**src/rtl/tx_arbiter.sv**
```systemverilog
// Round-robin arbiter sharing one serial transmitter between two byte requesters.
// All outputs are registered; next-cycle values are computed combinationally from the next state.
//
// state   | meaning
// S_IDLE  | no frame in flight, arbitrating between requesters
// S_START | tx_start asserted, waiting for tx_busy (timeout down-counter running)
// S_BUSY  | transmitter busy with the latched byte
// S_GAP   | inter-frame gap down-counter running, requests ignored
module tx_arbiter #(
  parameter int GAP_CYCLES   = 4,
  parameter int BUSY_TIMEOUT = 16,
  parameter int CNT_W        = 8
) (
  input  logic             clk,
  input  logic             rst,
  input  logic             req0_valid,
  input  logic [7:0]       req0_data,
  output logic             req0_ready,
  input  logic             req1_valid,
  input  logic [7:0]       req1_data,
  output logic             req1_ready,
  output logic             tx_start,
  output logic [7:0]       tx_pi,
  input  logic             tx_busy,
  output logic             grant,
  output logic             arb_busy,
  output logic             timeout_err,
  output logic [CNT_W-1:0] sent0_cnt,
  output logic [CNT_W-1:0] sent1_cnt
);

  localparam int TMR_MAX = (BUSY_TIMEOUT > GAP_CYCLES) ? BUSY_TIMEOUT : GAP_CYCLES;
  localparam int TMR_W   = $clog2(TMR_MAX + 1);
  localparam bit HAS_GAP = (GAP_CYCLES > 0);
  localparam logic [TMR_W-1:0] START_LOAD = TMR_W'(BUSY_TIMEOUT - 1);
  localparam logic [TMR_W-1:0] GAP_LOAD   = TMR_W'(HAS_GAP ? GAP_CYCLES - 1 : 0);

  typedef enum logic [1:0] {
    S_IDLE  = 2'd0,
    S_START = 2'd1,
    S_BUSY  = 2'd2,
    S_GAP   = 2'd3
  } state_t;

  state_t             state, state_nxt;
  logic [TMR_W-1:0]   tmr, tmr_nxt;
  logic               last_win, last_win_nxt;
  logic               pick1;
  logic               req0_ready_nxt, req1_ready_nxt;
  logic               tx_start_nxt, timeout_err_nxt, arb_busy_nxt;
  logic [7:0]         tx_pi_nxt;
  logic               grant_nxt;
  logic [CNT_W-1:0]   sent0_nxt, sent1_nxt;

  always_ff @(posedge clk or posedge rst) begin
    if (rst) begin
      state       <= S_IDLE;
      tmr         <= '0;
      last_win    <= 1'b1;
      req0_ready  <= 1'b0;
      req1_ready  <= 1'b0;
      tx_start    <= 1'b0;
      tx_pi       <= 8'h00;
      grant       <= 1'b0;
      arb_busy    <= 1'b0;
      timeout_err <= 1'b0;
      sent0_cnt   <= '0;
      sent1_cnt   <= '0;
    end else begin
      state       <= state_nxt;
      tmr         <= tmr_nxt;
      last_win    <= last_win_nxt;
      req0_ready  <= req0_ready_nxt;
      req1_ready  <= req1_ready_nxt;
      tx_start    <= tx_start_nxt;
      tx_pi       <= tx_pi_nxt;
      grant       <= grant_nxt;
      arb_busy    <= arb_busy_nxt;
      timeout_err <= timeout_err_nxt;
      sent0_cnt   <= sent0_nxt;
      sent1_cnt   <= sent1_nxt;
    end
  end

  // On a tie the requester that did not win last time takes the grant.
  assign pick1 = req1_valid && (!req0_valid || !last_win);

  always_comb begin
    state_nxt       = state;
    tmr_nxt         = tmr;
    last_win_nxt    = last_win;
    req0_ready_nxt  = 1'b0;
    req1_ready_nxt  = 1'b0;
    tx_start_nxt    = 1'b0;
    timeout_err_nxt = 1'b0;
    tx_pi_nxt       = tx_pi;
    grant_nxt       = grant;
    sent0_nxt       = sent0_cnt;
    sent1_nxt       = sent1_cnt;

    case (state)
      S_IDLE: begin
        if (req0_valid || req1_valid) begin
          state_nxt      = S_START;
          tmr_nxt        = START_LOAD;
          tx_start_nxt   = 1'b1;
          last_win_nxt   = pick1;
          grant_nxt      = pick1;
          tx_pi_nxt      = pick1 ? req1_data : req0_data;
          req0_ready_nxt = !pick1;
          req1_ready_nxt = pick1;
        end
      end
      S_START: begin
        // Busy already high on the first START cycle counts as seen.
        if (tx_busy) begin
          state_nxt = S_BUSY;
        end else if (tmr == '0) begin
          state_nxt       = S_IDLE;
          timeout_err_nxt = 1'b1;
        end else begin
          tmr_nxt      = tmr - TMR_W'(1);
          tx_start_nxt = 1'b1;
        end
      end
      S_BUSY: begin
        if (!tx_busy) begin
          if (grant) sent1_nxt = sent1_cnt + CNT_W'(1);
          else       sent0_nxt = sent0_cnt + CNT_W'(1);
          if (HAS_GAP) begin
            state_nxt = S_GAP;
            tmr_nxt   = GAP_LOAD;
          end else begin
            state_nxt = S_IDLE;
          end
        end
      end
      S_GAP: begin
        if (tmr == '0) state_nxt = S_IDLE;
        else           tmr_nxt   = tmr - TMR_W'(1);
      end
      default: state_nxt = S_IDLE;
    endcase

    arb_busy_nxt = (state_nxt != S_IDLE);
  end

endmodule

```
**config.mk**
```make
export PLATFORM = sky130hd
export DESIGN_NAME = tx_arbiter
export DESIGN_NICKNAME = d
export VERILOG_FILES = /design/src/rtl/tx_arbiter.sv
export SDC_FILE = /design/constraint.sdc
export NUM_CORES = 1
export LEC_CHECK = 0
export ABC_AREA = 1
export BUFFER_PORTS_ARGS = -buffer_cell sky130_fd_sc_hd__buf_2
export CORE_ASPECT_RATIO = 1.4
export CORE_MARGIN = 5
export CORE_UTILIZATION = 29
export CTS_BUF_LIST = sky130_fd_sc_hd__clkbuf_8 sky130_fd_sc_hd__clkbuf_16
export CTS_CLUSTER_SIZE = 16
export DETAILED_ROUTE_END_ITERATION = 6
export HOLD_SLACK_MARGIN = 0.05
export PLACE_DENSITY = 0.45
export SETUP_SLACK_MARGIN = 0.1
export SYNTH_ARGS = -nofsm -noshare
export SYNTH_HDL_FRONTEND = slang
export SYNTH_SLANG_ARGS = --single-unit
export TNS_END_PERCENT = 100
```
**constraint.sdc**
```tcl
create_clock -name clk -period 2.4 [get_ports clk]
set_input_delay 0.48 -clock clk [delete_from_list [all_inputs] [get_ports clk]]
set_output_delay 0.48 -clock clk [all_outputs]
set_load 0.005 [all_outputs]
```
[After elaboration in Yosys (flattened, before gate mapping)]
Cells that the tools add are included.
Word-level totals
  register bits: 38
  input port bits: 21
  output and inout port bits: 30
  word-level logic and storage cells: 58
Operators by class
  add/sub/neg operators: 3
  eq/ne operators: 6
  muxes and demuxes: 22
  bitwise logic cells: 2
  reductions and logical operators: 13
Operator list (number)
  $mux 5: 4
  $pmux 5 s4: 1
  $add 8x1->8 const B: 2
  $mux 1: 10
  $reduce_and 3->1: 3
  $mux 2: 4
  $mux 8: 1
  $pmux 2 s4: 1
  $ne 2x2->1 const B: 3
  $logic_not 5->1: 1
  $sub 5x1->5 const B: 1
  $eq 2x2->1 const B: 2
  $logic_not 1->1: 3
  $eq 2x1->1 const B: 1
  $logic_not 2->1: 1
  $logic_or 1x1->1: 2
  $not 1->1: 2
  $pmux 1 s2: 1
  $reduce_and 2->1: 1
  $reduce_bool 2->1: 1
  $logic_and 1x1->1: 1

[Logic depth before layout (Yosys ltp)]
Gate-level depths: netlist of the first run.
  depth after elaboration: 6
  gate-level depth with buffers: 8
  depth with buffers taken out: 8

[Worst setup path before layout of the first run]
Ideal clock, no wire load.
  kind: register -> register
  start: reg last_win
  end: reg tx_pi[0]
  library setup time: 0.122 ns
  data arrival time: 1.093 ns
  required time: 2.278 ns
  setup slack: 1.185 ns
  stages on the path, launching flop included: 6
  buffers on the path: 0
  period minus slack after synthesis: 1.215 ns
  path through: dfstp_2 -> nand2_1 -> nand2_1 -> inv_1 -> o21ai_0 -> o21ai_1
Between the ends
  word-level cells in the longest chain between the ends: 4
Ends and longest elaborated chain
  start, declared: line 47  | logic last_win, last_win_nxt;
  start signal, assigned: line 72  | last_win <= last_win_nxt;
  $logic_not 1->1: line 86  | assign pick1 = req1_valid && (!req0_valid || !last_win);
  $logic_or 1x1->1: line 86
  $logic_and 1x1->1: line 86
  $mux 8: line 109  | tx_pi_nxt = pick1 ? req1_data : req0_data;
  end signal, assigned: line 76  | tx_pi <= tx_pi_nxt;
  end, declared: line 23  | output logic [7:0] tx_pi,
No other way between the ends.
A chain may end at the register's enable or synchronous reset.

[Final worst setup path of the first run]
Ends and elaborated chain as after synthesis.

==> results.cfg, run 1 <==
[critical_path]
ff2ff_setup_slack_ns = 0.93
path_class = reg -> reg
critPathLaunchType = flip-flop
cp_common_cell = nand2_1
slowest_stage = dfstp_2
worstPathArrival_ns = 1.65
crit_path_end_kind = flip-flop
critPathMaxFanout = 10
r2r-end = tx_pi[0]$_DFFE_PP0P_
max_stage_delay_ns = 0.54
timing.rr.start = last_win$_DFFE_PP1P_
worst-r2r-cell-count = 5
path_cells = nand2_1 > nand2_1 > inv_1 > o21ai_0 > o21ai_1
crit_required_ns = 2.59

[yosys]
synth_seq_cells = 38
synth_flop_cell = dfrtp_1
yosysSeqAreaShare_pct = 49.3
synth_cells = 240
synth_area_leaders = dfrtp_1 48%, nand2_1 16%, inv_1 6.2%
ys_async_sr_fraction_pct = 100
ys_warn_count = 0
yosys.area.top_type = dfrtp_1
syn_area_sq_mm = 0.00193
synth_edf_count = 0
yosysUniqueCellTypes = 26
synth_top_cell_area_share_pct = 47.9
syn_area_per_cell_sq_um = 8.05
syn-num-nets = 264

[floorplanning]
die_area_sq_mm = 0.00842
initial_core_util_pct = 29.6
fp-row-count = 35
die_w_microns = 79.0
fp.coreArea_sq_mm = 0.00653
die_h_microns = 107
io_pins = 51

[placement]
gp_congestion = 0.766
pre_cts_ws_ns = 0.733
portBuffers = 50
dp_hpwl_microns = 3270
place_inst = 362

[grt]
grt_first_pass_wirelength_microns = 7310
grt_usage_pct = 11.1
grt.overflow.total = 0
grt_pass1_vias = 1592
grt_max_degree = 39
antenna_found_initial = 0

[job]
cap_viol_max_count = 0

[hold_path]
hp-class = in -> async

[cts]
cts_root_buffer = clkbuf_8
cts_max_level = 2
clkTransAtPathRegs_ns = 0.09
numCtsBuffers = 5
cts_tree = done
cts.sinks = 38
clk_latency_ns = 0.29
cts_buffer_depth = 2
cts_setup_buffers = 0
cts_hold_buffers = 0
cts_resized = 0

[power_and_ir_drop]
total_power_uw = 2790
leakage_uw = 0.00135
ir_drop_mv = 0.441
power_density_mw_per_mm2 = 1170

[sta]
fmax_mhz = 682
finalWorstSetupSlack_ns = 0.934
fin_crit_sh_pct = 61.1
fin_setup_tns_ns = 0
slew_violations = 0
whs_ns = 0.293
setup_violations = 0
relSlewSlack_pct = 61.4
rsz0062_at_grt = no
period_minus_slack_ns = 1.47
worst_pin_slew_ns = 0.580
skew_ns = 0.00943
hold_violations = 0

[layout]
final_nets = 319
layout-drive-gt1-share_pct = 24.3
syn2layout_area_growth_pct = 23.7
fin_cells = 370
final_cell_mix = 83 x nand2_1, 50 x buf_2, 37 x dfrtp_1, 32 x inv_1, 19 x nor2_1
antenna_cells = 0
layout_commonest_cell = nand2_1

[outcome]
outcome = completed

[drt]
wl_per_cell_microns = 11.9
drt_wl_total_microns = 4420
drtIter0Drc = 50
vias_per_cell = 4.50
drc = 0
ant_nets = 0
vias = 1665
drt_first_pass_iters = 4
-- cells by family after synthesis --
| group | share of synthesized area (%) |
|---|---|
| AOI/OAI and AO/OA | 6.93 |
| xor gates and xnor gates | 3.56 |
| DFF | 49.3 |
| adders and majority gates | 1.94 |
| buffers and inverters | 8.16 |
| and+or+nand+nor | 30.1 |
-- layout make-up --
| type | instances | area [sq um] |
|---|---|---|
| timing repair buffer | 51 | 258 |
| clock inverter | 3 | 68.8 |
| multi-input combinational | 165 | 822 |
| inverter | 34 | 128 |
| sequential | 38 | 952 |
| tap | 74 | 92.6 |
| fill | 703 | 4140 |
| clock buffer | 5 | 68.8 |
-- worst max path at each step --
stage                           end                 start  cells past startpoint  slack [ns]
2_1_floorplan    arb_busy$_DFF_PP0_                   rst                      1        1.06
3_3_place_gp     arb_busy$_DFF_PP0_            req1_valid                      5        0.76
3_5_place_dp     arb_busy$_DFF_PP0_            req1_valid                      5        0.73
4_1_cts        tx_pi[2]$_DFFE_PP0P_  last_win$_DFFE_PP1P_                      5        0.89
5_1_grt        tx_pi[6]$_DFFE_PP0P_  last_win$_DFFE_PP1P_                      5        0.79
6_report       tx_pi[0]$_DFFE_PP0P_  last_win$_DFFE_PP1P_                      5        0.93
-- report_power, final --
| group | internal (uW) | switching, uW |
|---|---|---|
| combinational | 413 | 579 |
| clock | 417 | 242 |
| sequential | 889 | 254 |
| total | 1720 | 1070 |
-- state kept, by name (all words and copies together), names as in the netlist --
signal,flops
tx_start,1
sent0_cnt,8
sent1_cnt,8
tx_pi,8
tmr,5
state,2
req1_ready,1
last_win,1
grant,1
req0_ready,1
timeout_err,1
arb_busy,1
-- layer usage --
layer	vias to the layer above	global-route usage [%]	wire [microns]
met2	31	19.3	2410
met1	773	13.1	1780
met3	5	2.61	162
li1	856	-	-
met4	0	4.05	74
met5	-	0	0
-- worst max-delay path: cells and delay by family (launching register included) --
| kind | cells | cell delay [ns] |
|---|---|---|
| DFF | 1 | 0.54 |
| AOI/OAI and AO/OA | 2 | 0.27 |
| and+or+nand+nor | 2 | 0.32 |
| buffers and inverters | 1 | 0.22 |
-- stage by stage --
| step | instance area [sq um] | utilization, % |
|---|---|---|
| finish | 2390 | 36.6 |
| global route | 2390 | 36.6 |
| global placement | 2250 | 34.5 |
| detailed placement | 2250 | 34.5 |
| floorplan | 1930 | - |
| CTS | 2390 | 36.6 |
-- cells in the mapped netlist, types with 2 or more instances --
library cell and count:
nand2_2 3, dfrtp_1 37, ha_1 3, nand3_1 10
o21ai_0 14, inv_2 2, xor2_1 2, buf_6 2
o21ai_1 10, xnor2_1 4, nand4_1 7, inv_1 32
nand2_1 83, nor2_1 19
No activity file was read; power rests on OpenSTA's default activity.
==> inputs of run 2 (changes only) <==
--- a/config.mk
+++ b/config.mk
@@ -5,7 +5,7 @@
 export SDC_FILE = /design/constraint.sdc
 export NUM_CORES = 1
 export LEC_CHECK = 0
-export ABC_AREA = 1
+export ABC_AREA = 0
 export BUFFER_PORTS_ARGS = -buffer_cell sky130_fd_sc_hd__buf_2
 export CORE_ASPECT_RATIO = 1.4
 export CORE_MARGIN = 5
==> constraint.sdc (replaced) <==
create_clock -name clk -period 1.4 [get_ports clk]
set_input_delay 0.28 -clock clk [delete_from_list [all_inputs] [get_ports clk]]
set_output_delay 0.28 -clock clk [all_outputs]
set_load 0.005 [all_outputs]
==> run 2 against run 1 <==
  * The flow now finishes with violations (negative setup slack)
  * Non-clock buffer count up 38
  * Hold slack worse by 0.064 ns
  * Register-to-register slack worse by 1.1 ns
  * Largest cell class is now multi-input gates
  * Largest power group is now combinational logic
  * Critical endpoint is now tx_start$_DFF_PP0_
  * Setup slack worse by 1.1 ns
  * Wire length up 4.2%
  * Utilization up 8.3 points
  * Via count down 6.1%
  * Clock skew down 0.0055 ns
  * Die area down 4.6%
  * First-iteration DRC count down 2.0%
  * Sequential share of layout area down 5.3 points
  * Synthesized cell count down 33%
==> results.cfg, run 2 <==
[grt]
grt_first_pass_wirelength_microns = 8010
grt_pass1_vias = 1728
grt.overflow.total = 0
grt_usage_pct = 12.0
grt_max_degree = 23
antenna_found_initial = 0

[power_and_ir_drop]
power_density_mw_per_mm2 = 1880
ir_drop_mv = 0.563
total_power_uw = 5200
leakage_uw = 0.00133

[critical_path]
worstPathBufferInverterCount = 2
path_cells = inv_2 > ha_4 > or4b_4 > buf_4 > a2bb2oi_2 > nor2_1
worst-r2r-cell-count = 6
slowest_stage = or4b_4
ff2ff_setup_slack_ns = -0.14
critPathLaunchType = flip-flop
path_class = reg -> reg
timing.rr.start = tmr[0]$_DFFE_PP0P_
critPathMaxFanout = 2
cp_top_family = simple AND/OR/NAND/NOR gates
crit_path_end_kind = flip-flop
crit_required_ns = 1.59
worstPathArrival_ns = 1.73
max_stage_delay_ns = 0.48
r2r-end = tx_start$_DFF_PP0_

[placement]
dp_hpwl_microns = 3270
portBuffers = 50
placed_cell_area_sq_mm = 0.00235
gp_congestion = 0.803

[hold_path]
worstHoldEndpoint = last_win$_DFFE_PP1P_
hp-class = in -> reg
min_from = req0_valid
hold-path-cell-count = 2

[layout]
layout_commonest_cell = buf_2
reg_top3 = sent0_cnt (8), sent1_cnt (8), tx_pi (8)
antenna_cells = 0
final_cell_area_sq_mm = 0.00277
final_cell_mix = 50 x buf_2, 34 x dfrtp_1, 29 x buf_4, 12 x o21ai_1, 10 x xnor2_1
syn2layout_area_growth_pct = 51.2
seqCellArea_sq_um = 956
final_nets = 275
layout-drive-gt1-share_pct = 53.2
final_util_pct = 44.9
multi_input_comb_area_sq_um = 978
fillers = 585

[drt]
ant_nets = 0
drt_wl_total_microns = 4600
wl_met3_microns = 296
m1WireLength_microns = 1890
drtIter0Drc = 49
vias_per_cell = 4.82
vias = 1563
drc = 0
wl_met2_microns = 2340
wl_per_cell_microns = 14.2
routed.top_layer = met4
drt_first_pass_iters = 5

[cts]
cts.sinks = 38
cts_max_level = 2
clk_latency_ns = 0.29
clkTransAtPathRegs_ns = 0.08
cts_root_buffer = clkbuf_8
numCtsBuffers = 5
cts_tree = done
cts_buffer_depth = 2

[yosys]
ys_warn_count = 0
synth_seq_cells = 38
ys_async_sr_fraction_pct = 100
synth_cells = 160
synth_edf_count = 0
yosys.area.top_type = dfrtp_1
synth_top_cell_area_share_pct = 50.5
yosysSeqAreaShare_pct = 52.0
yosysMostFrequentCell = dfrtp_1
syn-num-nets = 184
synth_flop_cell = dfrtp_1
synth_commonest_cells = 37 x dfrtp_1, 20 x o21ai_0, 10 x xnor2_1
synth_area_leaders = dfrtp_1 51%, o21ai_0 5.5%, mux2i_1 4.9%
yosysUniqueCellTypes = 44
syn_area_per_cell_sq_um = 11.4
syn_area_sq_mm = 0.00183

[outcome]
violations = negative setup slack
outcome = complete, but fails checks

[sta]
setup_violations = 6
fin_crit_sh_pct = 110
fmax_mhz = 647
finalWorstSetupSlack_ns = -0.145
skew_ns = 0.00389
fin_setup_tns_ns = -0.660
period_minus_slack_ns = 1.54
hold_violations = 0
relSlewSlack_pct = 74.8
slew_violations = 0
rsz0062_at_grt = yes
worst_pin_slew_ns = 0.377

[floorplanning]
fp.coreArea_sq_mm = 0.00617
io_pins = 51
fp-row-count = 34
initial_core_util_pct = 29.7
die_w_microns = 77.2
die_area_sq_mm = 0.00803
die_h_microns = 104

[job]
cap_viol_max_count = 0
## run 2: worst register-to-register path, delay by kind of cell (launching register included)
family                   cells  cell delay, ns
adder cells (fa/ha/maj)      1            0.13
buffers and inverters        2            0.25
AO/OA/AOI/OAI                1            0.13
flip-flops                   1            0.40
AND/OR/NAND/NOR              2            0.53
## run 2: layout make-up
cell class,instances,share of cell area [%]
Timing Repair Buffer,89,20.9
Clock buffer,6,2.98
Clock inverter,2,2.17
Inverter,6,0.813
Tap cell,72,3.25
Sequential cell,38,34.5
Multi-Input combinational cell,111,35.3
## run 2: cells by family after synthesis
kind of cell | count (synthesis) | synth area share [%]
buf+inv | 12 | 3.35
compound gates | 38 | 13.3
flops | 38 | 52.0
mux | 10 | 5.53
simple gates | 45 | 17.1
fa+ha+maj | 3 | 2.05
xor+xnor | 14 | 6.69
## run 2: how the worst max path moves through the flow
stage | from | end | slack (ns) | cells past startpoint
3_5_place_dp | tmr[1]$_DFFE_PP0P_ | tmr[0]$_DFFE_PP0P_ | -0.18 | 5
6_report | tmr[0]$_DFFE_PP0P_ | tx_start$_DFF_PP0_ | -0.14 | 6
4_1_cts | tmr[0]$_DFFE_PP0P_ | tmr[0]$_DFFE_PP0P_ | -0.15 | 5
2_1_floorplan | tmr[1]$_DFFE_PP0P_ | tmr[0]$_DFFE_PP0P_ | -0.11 | 5
5_1_grt | tmr[0]$_DFFE_PP0P_ | tmr[1]$_DFFE_PP0P_ | -0.19 | 5
3_3_place_gp | tmr[1]$_DFFE_PP0P_ | tmr[0]$_DFFE_PP0P_ | -0.16 | 5
## run 2: power breakdown
| part | total, uW | switching, uW | internal (uW) |
|---|---|---|---|
| sequential | 1820 | 363 | 1460 |
| clock | 1170 | 407 | 760 |
| combinational | 2220 | 958 | 1260 |
| total | 5200 | 1730 | 3470 |
## run 2: layer usage
layer,track usage (%),vias to the layer above
li1,-,762
met1,14.2,737
met2,20.3,55
met3,3.81,9
met4,3.93,0
met5,0,-
## run 2: per-stage QoR
step	instances	hold slack (ns)	setup slack, ns
2_1_floorplan	160	0.343	-0.106
3_3_place_gp	304	0.329	-0.161
3_5_place_dp	304	0.324	-0.179
4_1_cts	319	0.201	-0.153
5_1_grt	324	0.237	-0.192
6_report	324	0.229	-0.145
## run 2: timing repair
action,4_1_cts,5_1_grt
hold buffers,1,0
cloned,0,2
hold endpoints to repair,33,0
resized for setup,17,34
setup endpoints to repair,30,30
setup buffers,6,3
pin swaps,4,14
